[src/rtl/vrf_addr_sequencer_if.sv]
// Issue-side request signals and VRF-port-side address streams of the VRF address sequencer.
interface vrf_addr_sequencer_if #(
  parameter int VLEN      = 4096,
  parameter int VLANE_NUM = 8
);
  localparam int MEM_DEPTH = VLEN / VLANE_NUM;
  localparam int AW        = $clog2(MEM_DEPTH);
  localparam int REG_WORDS = VLEN / 32 / VLANE_NUM;
  localparam int CW        = $clog2(8 * REG_WORDS) + 1;

  logic              start_vld_i;
  logic              start_rdy_o;
  logic [8*AW-1:0]   base_raddr0_i;
  logic [8*AW-1:0]   base_raddr1_i;
  logic [8*AW-1:0]   base_waddr_i;
  logic [1:0]        lmul_i;
  logic [CW-1:0]     vl_words_i;
  logic              stall_i;
  logic [AW-1:0]     raddr0_o;
  logic [AW-1:0]     raddr1_o;
  logic              rd_vld_o;
  logic [AW-1:0]     waddr_o;
  logic              wr_vld_o;
  logic              done_o;

  modport master (
    output start_vld_i, base_raddr0_i, base_raddr1_i, base_waddr_i,
           lmul_i, vl_words_i, stall_i,
    input  start_rdy_o, raddr0_o, raddr1_o, rd_vld_o, waddr_o, wr_vld_o, done_o
  );

  modport slave (
    input  start_vld_i, base_raddr0_i, base_raddr1_i, base_waddr_i,
           lmul_i, vl_words_i, stall_i,
    output start_rdy_o, raddr0_o, raddr1_o, rd_vld_o, waddr_o, wr_vld_o, done_o
  );
endinterface

[src/rtl/vrf_addr_sequencer.sv]
// Walks the vs1/vs2/vd register groups word by word, issuing read addresses and a
// write-address stream that trails the reads by the lane-pipeline latency.
module vrf_addr_sequencer #(
  parameter int VLEN       = 4096,
  parameter int VLANE_NUM  = 8,
  parameter int W_PIPE_LAT = 4
) (
  input  logic                 clk,
  input  logic                 rst,
  vrf_addr_sequencer_if.slave  bus
);
  localparam int MEM_DEPTH = VLEN / VLANE_NUM;
  localparam int AW        = $clog2(MEM_DEPTH);
  localparam int REG_WORDS = VLEN / 32 / VLANE_NUM;
  localparam int CW        = $clog2(8 * REG_WORDS) + 1;

  typedef enum logic [1:0] {IDLE, READ, DRAIN, DONE} state_t;

  state_t              r_state, w_stateNext;
  logic [8*AW-1:0]     r_base0, r_base1, r_baseW;
  logic [8*AW-1:0]     w_base0Next, w_base1Next, w_baseWNext;
  logic [CW-1:0]       r_vle, w_vleNext;
  logic [CW-1:0]       r_rcnt, w_rcntNext;
  logic [CW-1:0]       r_wcnt, w_wcntNext;
  logic [W_PIPE_LAT-1:0] r_vpipe, w_pipeNext;
  logic [AW-1:0]       r_raddr0, r_raddr1, r_waddr;
  logic [AW-1:0]       w_raddr0Next, w_raddr1Next, w_waddrNext;
  logic                r_rdVld, r_wrVld, r_done;
  logic                w_rdVldNext, w_wrVldNext, w_doneNext;
  logic                w_rdIssue, w_wrIssue;
  logic [CW-1:0]       w_maxWords, w_vleIn;

  // Each register slot is an independent pointer; the offset wraps modulo MEM_DEPTH.
  function automatic logic [AW-1:0] slotAddr(input logic [8*AW-1:0] bases,
                                             input logic [CW-1:0]   word);
    logic [2:0]    slot;
    logic [AW-1:0] off;
    logic [AW-1:0] base;
    slot = 3'(word / CW'(REG_WORDS));
    off  = AW'(word % CW'(REG_WORDS));
    base = '0;
    for (int k = 0; k < 8; k++) begin
      if (slot == 3'(k)) base = bases[k*AW +: AW];
    end
    return base + off;
  endfunction

  assign w_maxWords = CW'(REG_WORDS) << bus.lmul_i;
  assign w_vleIn    = (bus.vl_words_i < w_maxWords) ? bus.vl_words_i : w_maxWords;

  assign bus.start_rdy_o = (r_state == IDLE);
  assign bus.raddr0_o    = r_raddr0;
  assign bus.raddr1_o    = r_raddr1;
  assign bus.rd_vld_o    = r_rdVld;
  assign bus.waddr_o     = r_waddr;
  assign bus.wr_vld_o    = r_wrVld;
  assign bus.done_o      = r_done;

  // Next-state and datapath decode; a handshake is taken even while stalled.
  always_comb begin
    w_stateNext  = r_state;
    w_base0Next  = r_base0;
    w_base1Next  = r_base1;
    w_baseWNext  = r_baseW;
    w_vleNext    = r_vle;
    w_rcntNext   = r_rcnt;
    w_wcntNext   = r_wcnt;
    w_pipeNext   = r_vpipe;
    w_raddr0Next = r_raddr0;
    w_raddr1Next = r_raddr1;
    w_waddrNext  = r_waddr;
    w_rdVldNext  = 1'b0;
    w_wrVldNext  = 1'b0;
    w_doneNext   = 1'b0;
    w_rdIssue    = 1'b0;
    w_wrIssue    = 1'b0;

    if (r_state == IDLE && bus.start_vld_i) begin
      w_base0Next = bus.base_raddr0_i;
      w_base1Next = bus.base_raddr1_i;
      w_baseWNext = bus.base_waddr_i;
      w_vleNext   = w_vleIn;
      w_rcntNext  = '0;
      w_wcntNext  = '0;
      w_pipeNext  = '0;
      w_stateNext = (w_vleIn == '0) ? DONE : READ;
    end else if (!bus.stall_i) begin
      w_rdIssue     = (r_state == READ);
      w_wrIssue     = r_vpipe[W_PIPE_LAT-1];
      w_pipeNext    = r_vpipe << 1;
      w_pipeNext[0] = w_rdIssue;

      if (w_rdIssue) begin
        w_rdVldNext  = 1'b1;
        w_raddr0Next = slotAddr(r_base0, r_rcnt);
        w_raddr1Next = slotAddr(r_base1, r_rcnt);
        w_rcntNext   = r_rcnt + CW'(1);
        if (r_rcnt == r_vle - CW'(1)) w_stateNext = DRAIN;
      end

      // The last write always lands in DRAIN, so it alone closes the instruction.
      if (w_wrIssue) begin
        w_wrVldNext = 1'b1;
        w_waddrNext = slotAddr(r_baseW, r_wcnt);
        w_wcntNext  = r_wcnt + CW'(1);
        if (r_wcnt == r_vle - CW'(1)) begin
          w_doneNext  = 1'b1;
          w_stateNext = IDLE;
        end
      end

      if (r_state == DONE) begin
        w_doneNext  = 1'b1;
        w_stateNext = IDLE;
      end
    end
  end

  always_ff @(posedge clk or posedge rst) begin
    if (rst) r_state <= IDLE;
    else     r_state <= w_stateNext;
  end

  always_ff @(posedge clk or posedge rst) begin
    if (rst) begin
      r_base0  <= '0;
      r_base1  <= '0;
      r_baseW  <= '0;
      r_vle    <= '0;
      r_rcnt   <= '0;
      r_wcnt   <= '0;
      r_vpipe  <= '0;
      r_raddr0 <= '0;
      r_raddr1 <= '0;
      r_waddr  <= '0;
      r_rdVld  <= 1'b0;
      r_wrVld  <= 1'b0;
      r_done   <= 1'b0;
    end else begin
      r_base0  <= w_base0Next;
      r_base1  <= w_base1Next;
      r_baseW  <= w_baseWNext;
      r_vle    <= w_vleNext;
      r_rcnt   <= w_rcntNext;
      r_wcnt   <= w_wcntNext;
      r_vpipe  <= w_pipeNext;
      r_raddr0 <= w_raddr0Next;
      r_raddr1 <= w_raddr1Next;
      r_waddr  <= w_waddrNext;
      r_rdVld  <= w_rdVldNext;
      r_wrVld  <= w_wrVldNext;
      r_done   <= w_doneNext;
    end
  end
endmodule

[src/flat_wrapper.sv]
// flat-port wrapper written by rule: the top's interface ports become plain ports
module vrf_addr_sequencer_flat 
#(
  parameter int VLEN       = 4096,
  parameter int VLANE_NUM  = 8,
  parameter int W_PIPE_LAT = 4
)
  (clk, rst, bus_start_vld_i, bus_base_raddr0_i, bus_base_raddr1_i, bus_base_waddr_i, bus_lmul_i, bus_vl_words_i, bus_stall_i, bus_start_rdy_o, bus_raddr0_o, bus_raddr1_o, bus_rd_vld_o, bus_waddr_o, bus_wr_vld_o, bus_done_o);
  vrf_addr_sequencer_if #(.VLEN(VLEN), .VLANE_NUM(VLANE_NUM)) bus_i ();
  input  logic clk;
  input  logic rst;
  input wire logic [$bits(bus_i.start_vld_i)-1:0] bus_start_vld_i;
  input wire logic [$bits(bus_i.base_raddr0_i)-1:0] bus_base_raddr0_i;
  input wire logic [$bits(bus_i.base_raddr1_i)-1:0] bus_base_raddr1_i;
  input wire logic [$bits(bus_i.base_waddr_i)-1:0] bus_base_waddr_i;
  input wire logic [$bits(bus_i.lmul_i)-1:0] bus_lmul_i;
  input wire logic [$bits(bus_i.vl_words_i)-1:0] bus_vl_words_i;
  input wire logic [$bits(bus_i.stall_i)-1:0] bus_stall_i;
  output wire logic [$bits(bus_i.start_rdy_o)-1:0] bus_start_rdy_o;
  output wire logic [$bits(bus_i.raddr0_o)-1:0] bus_raddr0_o;
  output wire logic [$bits(bus_i.raddr1_o)-1:0] bus_raddr1_o;
  output wire logic [$bits(bus_i.rd_vld_o)-1:0] bus_rd_vld_o;
  output wire logic [$bits(bus_i.waddr_o)-1:0] bus_waddr_o;
  output wire logic [$bits(bus_i.wr_vld_o)-1:0] bus_wr_vld_o;
  output wire logic [$bits(bus_i.done_o)-1:0] bus_done_o;
  assign bus_i.start_vld_i = bus_start_vld_i;
  assign bus_i.base_raddr0_i = bus_base_raddr0_i;
  assign bus_i.base_raddr1_i = bus_base_raddr1_i;
  assign bus_i.base_waddr_i = bus_base_waddr_i;
  assign bus_i.lmul_i = bus_lmul_i;
  assign bus_i.vl_words_i = bus_vl_words_i;
  assign bus_i.stall_i = bus_stall_i;
  assign bus_start_rdy_o = bus_i.start_rdy_o;
  assign bus_raddr0_o = bus_i.raddr0_o;
  assign bus_raddr1_o = bus_i.raddr1_o;
  assign bus_rd_vld_o = bus_i.rd_vld_o;
  assign bus_waddr_o = bus_i.waddr_o;
  assign bus_wr_vld_o = bus_i.wr_vld_o;
  assign bus_done_o = bus_i.done_o;
  vrf_addr_sequencer #(.VLEN(VLEN), .VLANE_NUM(VLANE_NUM), .W_PIPE_LAT(W_PIPE_LAT)) u_core (.clk(clk), .rst(rst), .bus(bus_i));
endmodule
[config.mk]
export PLATFORM = sky130hd
export DESIGN_NAME = vrf_addr_sequencer_flat
export DESIGN_NICKNAME = d
export VERILOG_FILES = /design/src/rtl/vrf_addr_sequencer_if.sv /design/src/rtl/vrf_addr_sequencer.sv /design/src/flat_wrapper.sv
export SDC_FILE = /design/constraint.sdc
export NUM_CORES = 1
export LEC_CHECK = 0
export BUFFER_PORTS_ARGS = -buffer_cell sky130_fd_sc_hd__buf_2
export CORE_UTILIZATION = 55
export CTS_BUF_LIST = sky130_fd_sc_hd__clkbuf_4 sky130_fd_sc_hd__clkbuf_8 sky130_fd_sc_hd__clkbuf_16
export CTS_CLUSTER_DIAMETER = 30
export DETAILED_ROUTE_END_ITERATION = 8
export PLACE_DENSITY = 0.89
export REMOVE_ABC_BUFFERS = 1
export SYNTH_ARGS = -nofsm -noshare
export SYNTH_HDL_FRONTEND = slang
export SYNTH_SLANG_ARGS = --single-unit
export TNS_END_PERCENT = 5
[constraint.sdc]
create_clock -name clk -period 12.3 [get_ports clk]
set_input_delay 3.69 -clock clk [delete_from_list [all_inputs] [get_ports clk]]
set_output_delay 3.69 -clock clk [all_outputs]
set_load 0.1 [all_outputs]
After elaboration in Yosys (flattened, before gate mapping). Cells that the tools add are included. Widths: inputs -> output; s select.

Register bits after elaboration: 276. Output and inout port bits: 31. Bits of input ports: 230.

Add/sub/neg operators: 6. Shift operators: 1. Mux-type cells: 61. $lt $le $gt $ge: 1. Bitwise logic cells: 2. Reductions and logical operators: 11. Equality and inequality tests: 19.

Operator list (number): $mux 9 (33); $mux 8 (7); $add 9x4->9 (3); $eq 3x3->1 const B (8); $add 8x1->8 const B (2); $eq 8x8->1 (2); $mux 2 (8); $eq 3x2->1 const B (4); $mux 1 (11); $logic_not 8->1 (1); $lt 8x8->1 (1); $mux 4 (2); $shl 5x2->8 const A (1); $sub 8x1->8 const B (1); $eq 3x1->1 const B (2); $logic_not 3->1 (2); $reduce_and 3->1 (2); $reduce_and 2->1 (2); $reduce_bool 2->1 (2); $eq 2x1->1 const B (1); $eq 2x2->1 const B (1); $logic_not 2->1 (1); $ne 2x1->1 const B (1); $not 1->1 (2); $logic_and 1x1->1 (1).

Longest topological paths before layout.
Depth in word-level cells: 13. Gate-level depth with buffers: 16. Mapped depth without buffers: 12.

Worst setup path before layout. No wires, ideal clock.

Path type: input to register. Start: in bus_lmul_i[1]. End: reg u_core.r_vle[7]. Arrival: 5292 ps. Buffers on the path: 1. Slack: 6867 ps. Stages: 9. Required time: 12159 ps. Cell sequence: or2_2 -> ha_1 -> o21a_1 -> o21ai_0 -> nand2b_1 -> a21oi_1 -> clkbuf_1 -> or2_2 -> a31oi_1.

Word-level cells in the longest chain between the ends: 3.

Ends and longest elaborated chain: start: declaration (RTL line flat_wrapper.sv:16) `input wire logic [$bits(bus_i.lmul_i)-1:0] bus_lmul_i;`; $shl 5x2->8 (*) (RTL line vrf_addr_sequencer.sv:48) `assign w_maxWords = CW'(REG_WORDS) << bus.lmul_i;`; $lt 8x8->1 (RTL line vrf_addr_sequencer.sv:49) `assign w_vleIn = (bus.vl_words_i < w_maxWords) ? bus.vl_words_i : w_maxWords;`; $mux 8 (*) (RTL line vrf_addr_sequencer.sv:49); end signal: assignment (RTL line vrf_addr_sequencer.sv:143) `r_vle <= w_vleNext;`; end: declaration (RTL line vrf_addr_sequencer.sv:22) `logic [CW-1:0] r_vle, w_vleNext;`.

Every way passes the cells marked *; elsewhere a longest branch is shown, timed or not. A chain may end at the register's enable or synchronous reset.

Final worst setup path.
Start: reg u_core.r_state[0]. End: out bus_start_rdy_o.

Word-level cells in the longest chain between the ends: 1.

Ends and longest elaborated chain: start: declaration (RTL line vrf_addr_sequencer.sv:19) `state_t r_state, w_stateNext;`; start signal: assignment (RTL line vrf_addr_sequencer.sv:121) `else r_state <= w_stateNext;`; $logic_not 2->1 (RTL line vrf_addr_sequencer.sv:51) `assign bus.start_rdy_o = (r_state == IDLE);`; end: declaration (RTL line flat_wrapper.sv:19) `output wire logic [$bits(bus_i.start_rdy_o)-1:0] bus_start_rdy_o;`.

No other way between the ends.

==> results.cfg <==
[outcome]
status = finished clean

[sta]
finalSetupViolCount = 0
maxSlewHeadroom_pct = 30.2
slew_viol_final = 0
fin_crit_ns = 5.61
report.final.hold_viol_count = 0
setup_tns_ns = 0
rsz0062_at_grt = no
timing.final.crit_share_pct = 45.6
worst_pin_slew_ns = 1.05
setup_slack_ns = 6.69
fin_worst_skew_ns = 0.0252
holdWs_ns = 0.467
max_clock_freq_ghz = 0.178

[flow_run]
maxCapViolations = 0

[yosys]
yosysTopAreaCell = dfrtp_1
async_flop_share_pct = 100
synth_edf_count = 0
ys_ff_latch = 276
synthCells = 1561
syn-cell-area_um2 = 13800
synth_common_cells = nand2_1 (740), dfrtp_1 (276), clkbuf_1 (72)
synth-main-ff-cell = dfrtp_1
synth.top_cells.by_area = dfrtp_1 (50%), nand2_1 (20%), mux4_2 (5.6%)
synth.distinct_cells = 71
post-synth-top-area-fraction_pct = 50.2
synth_most_common_cell = nand2_1
yosysSeqAreaShare_pct = 50.2
ys_warn_count = 0
syn_avg_cell_area_um2 = 8.82

[final_layout]
layout-drive-gt1-share_pct = 23.8
area_growth_syn_to_layout_pct = 24.8
utilization_pct = 70.2
fin_nets = 2045

[clock_tree]
cts.sinks = 276
post_cts_resized = 0
htree_levels = 2
cts_root_buffer = clkbuf_16
clock_path_buffers = 3
clk_latency_ns = 0.56
cts_buffers = 55
cts_tree = yes
clkTransAtPathRegs_ns = 0.05
cts_hold_buf = 0
cts_setup_buffers = 0

[worst_setup_path]
r2r_end = u_core.bus.raddr1_o[6]$_DFFE_PP0P_
crit_buf_inv = 1
start_kind = register
setup.worst_path.end = bus_start_rdy_o
cp_max_fo = 12
path_class = reg -> out
critPathRequiredTime_ns = 8.61
cp_num_cells = 2
rr_worst_depth = 13
endpoint_kind = output port
cp_slowest_stage_delay_ns = 0.51
reg2reg_from = u_core.r_rcnt[4]$_DFFE_PP0P_
startpoint = u_core.r_state[0]$_DFFE_PP0P_
cp.arrival_ns = 1.92
cp_top_family = flip-flops
ff2ff_setup_slack_ns = 8.44
crit_path_cell_trace = nor2_1, buf_2
crit_slowest_cell = dfrtp_1

[drt]
drc_errors = 0
vias = 12200
viasPerCell = 5.63
wirelength_um = 38200
ant_nets = 0
first_iter_violations = 1108
dr.pass1.iters = 6
routedWlPerCell_um = 17.6

[power_and_ir_drop]
power_density_nw_per_um2 = 289
vdd_ir_drop_max_mv = 0.164
power_leakage_nw = 8.95
p_total_w = 0.00497

[global_route]
antenna_found_initial = 5
grt_usage_pct = 30.0
grt_pass1_vias = 12500
grt_overflow = 0
grt_max_degree = 148
grt_pass1_wl_um = 61800

[floorplan]
core-area_um2 = 24500
dieArea_um2 = 25700
die-width_um = 160
start_util_pct = 56.3
fp-row-count = 57
die_h_um = 160
pin_count = 261

[placed_design]
dp_hpwl_um = 23800
gp_congestion = 0.864
portBuffers = 260
place_ws_ns = 6.41

[min_path]
hp-class = reg -> reg
min_from = u_core.r_base0[60]$_DFFE_PP0P_
## flip-flops by register name (all words and copies together) (netlist names), 2 cells and up
signal / cells
u_core.r_vpipe: 4
u_core.r_base1: 72
u_core.r_vle: 8
u_core.r_wcnt: 8
u_core.r_rcnt: 8
u_core.r_state: 2
u_core.bus.raddr1_o: 9
u_core.bus.waddr_o: 9
u_core.r_baseW: 72
u_core.r_base0: 72
u_core.bus.raddr0_o: 9
## per-layer routing
metal / track usage [%] / vias up / share of wire [%]
met1: 38.6 / 5877 / 40
met4: 16.6 / 0 / 4.9
met3: 4.60 / 135 / 6.5
met2: 49.0 / 574 / 49
li1: - / 5604 / -
met5: 0 / - / 0
## worst register-to-register path: stages (launching register included)
cell	delay (ns)
dfrtp_2	0.88
buf_4	0.56
mux4_2	0.59
nand2_1	0.08
nand2_1	0.09
ha_1	0.22
inv_1	0.08
fa_1	0.22
inv_1	0.05
a21o_1	0.15
a21oi_1	0.29
nor4b_2	0.11
xnor2_1	0.14
mux2_2	0.28
## how the worst min path moves through the flow
| stage | end | depth (start not counted) | slack, ns |
|---|---|---|---|
| finish | u_core.r_base0[60]$_DFFE_PP0P_ | 2 | 0.47 |
| global route | u_core.r_base0[66]$_DFFE_PP0P_ | 2 | 0.48 |
| CTS | u_core.r_base0[60]$_DFFE_PP0P_ | 2 | 0.47 |
| detailed placement | u_core.r_base0[60]$_DFFE_PP0P_ | 2 | 0.46 |
| global placement | u_core.r_baseW[17]$_DFFE_PP0P_ | 2 | 0.45 |
| floorplan | u_core.r_base1[53]$_DFFE_PP0P_ | 2 | 0.44 |
## final cells by class
type / instances / area [um^2]
fillers: 1717 / 7280
diodes: 5 / 12.5
clock buffers: 72 / 1580
flip-flops and latches: 276 / 6910
inverters: 23 / 93.8
multi-input cells: 1167 / 6400
repair buffers: 270 / 1390
clock inverters: 30 / 389
well taps: 324 / 405
## logic make-up after synthesis
| kind of cell | after synthesis | share of synthesized area, % |
|---|---|---|
| compound gates | 152 | 7.42 |
| xor+xnor | 34 | 2.26 |
| fa+ha+maj | 23 | 2.24 |
| buf+inv | 118 | 3.46 |
| flops | 276 | 50.2 |
| mux | 63 | 7.74 |
| simple gates | 895 | 26.7 |
## layout by cell type (no fill, tap or decap), types with 12 or more instances in the layout
cell type,synthesis,final
mux4_2,34,34
nor2_1,38,38
inv_1,22,21
a21oi_1,30,30
nand3_1,18,18
xor2_1,13,13
mux2i_1,21,21
buf_2,12,260
ha_1,19,19
a31oi_1,12,12
nand2_1,740,739
dfrtp_1,276,274
clkinv_2,0,13
xnor2_1,20,20
clkbuf_16,0,57
nor2b_1,18,18
o21ai_0,39,39
nor3_1,13,13
## stage by stage
stage | cells | area, um^2
final | 2167 | 17200
after global routing | 2167 | 17200
after CTS | 2162 | 17200
after detailed placement | 2060 | 15200
after global placement | 2060 | 15200
after floorplan | 1466 | 13400
## power by group
part | leakage (nW) | total (W) | switching, W | internal (W)
clock | 0.977 | 0.00156 | 0.000492 | 0.00107
combinational | 4.50 | 0.00179 | 0.00112 | 0.000664
sequential | 3.48 | 0.00162 | 0.000320 | 0.00130
No activity file was read; power rests on OpenSTA's default activity.
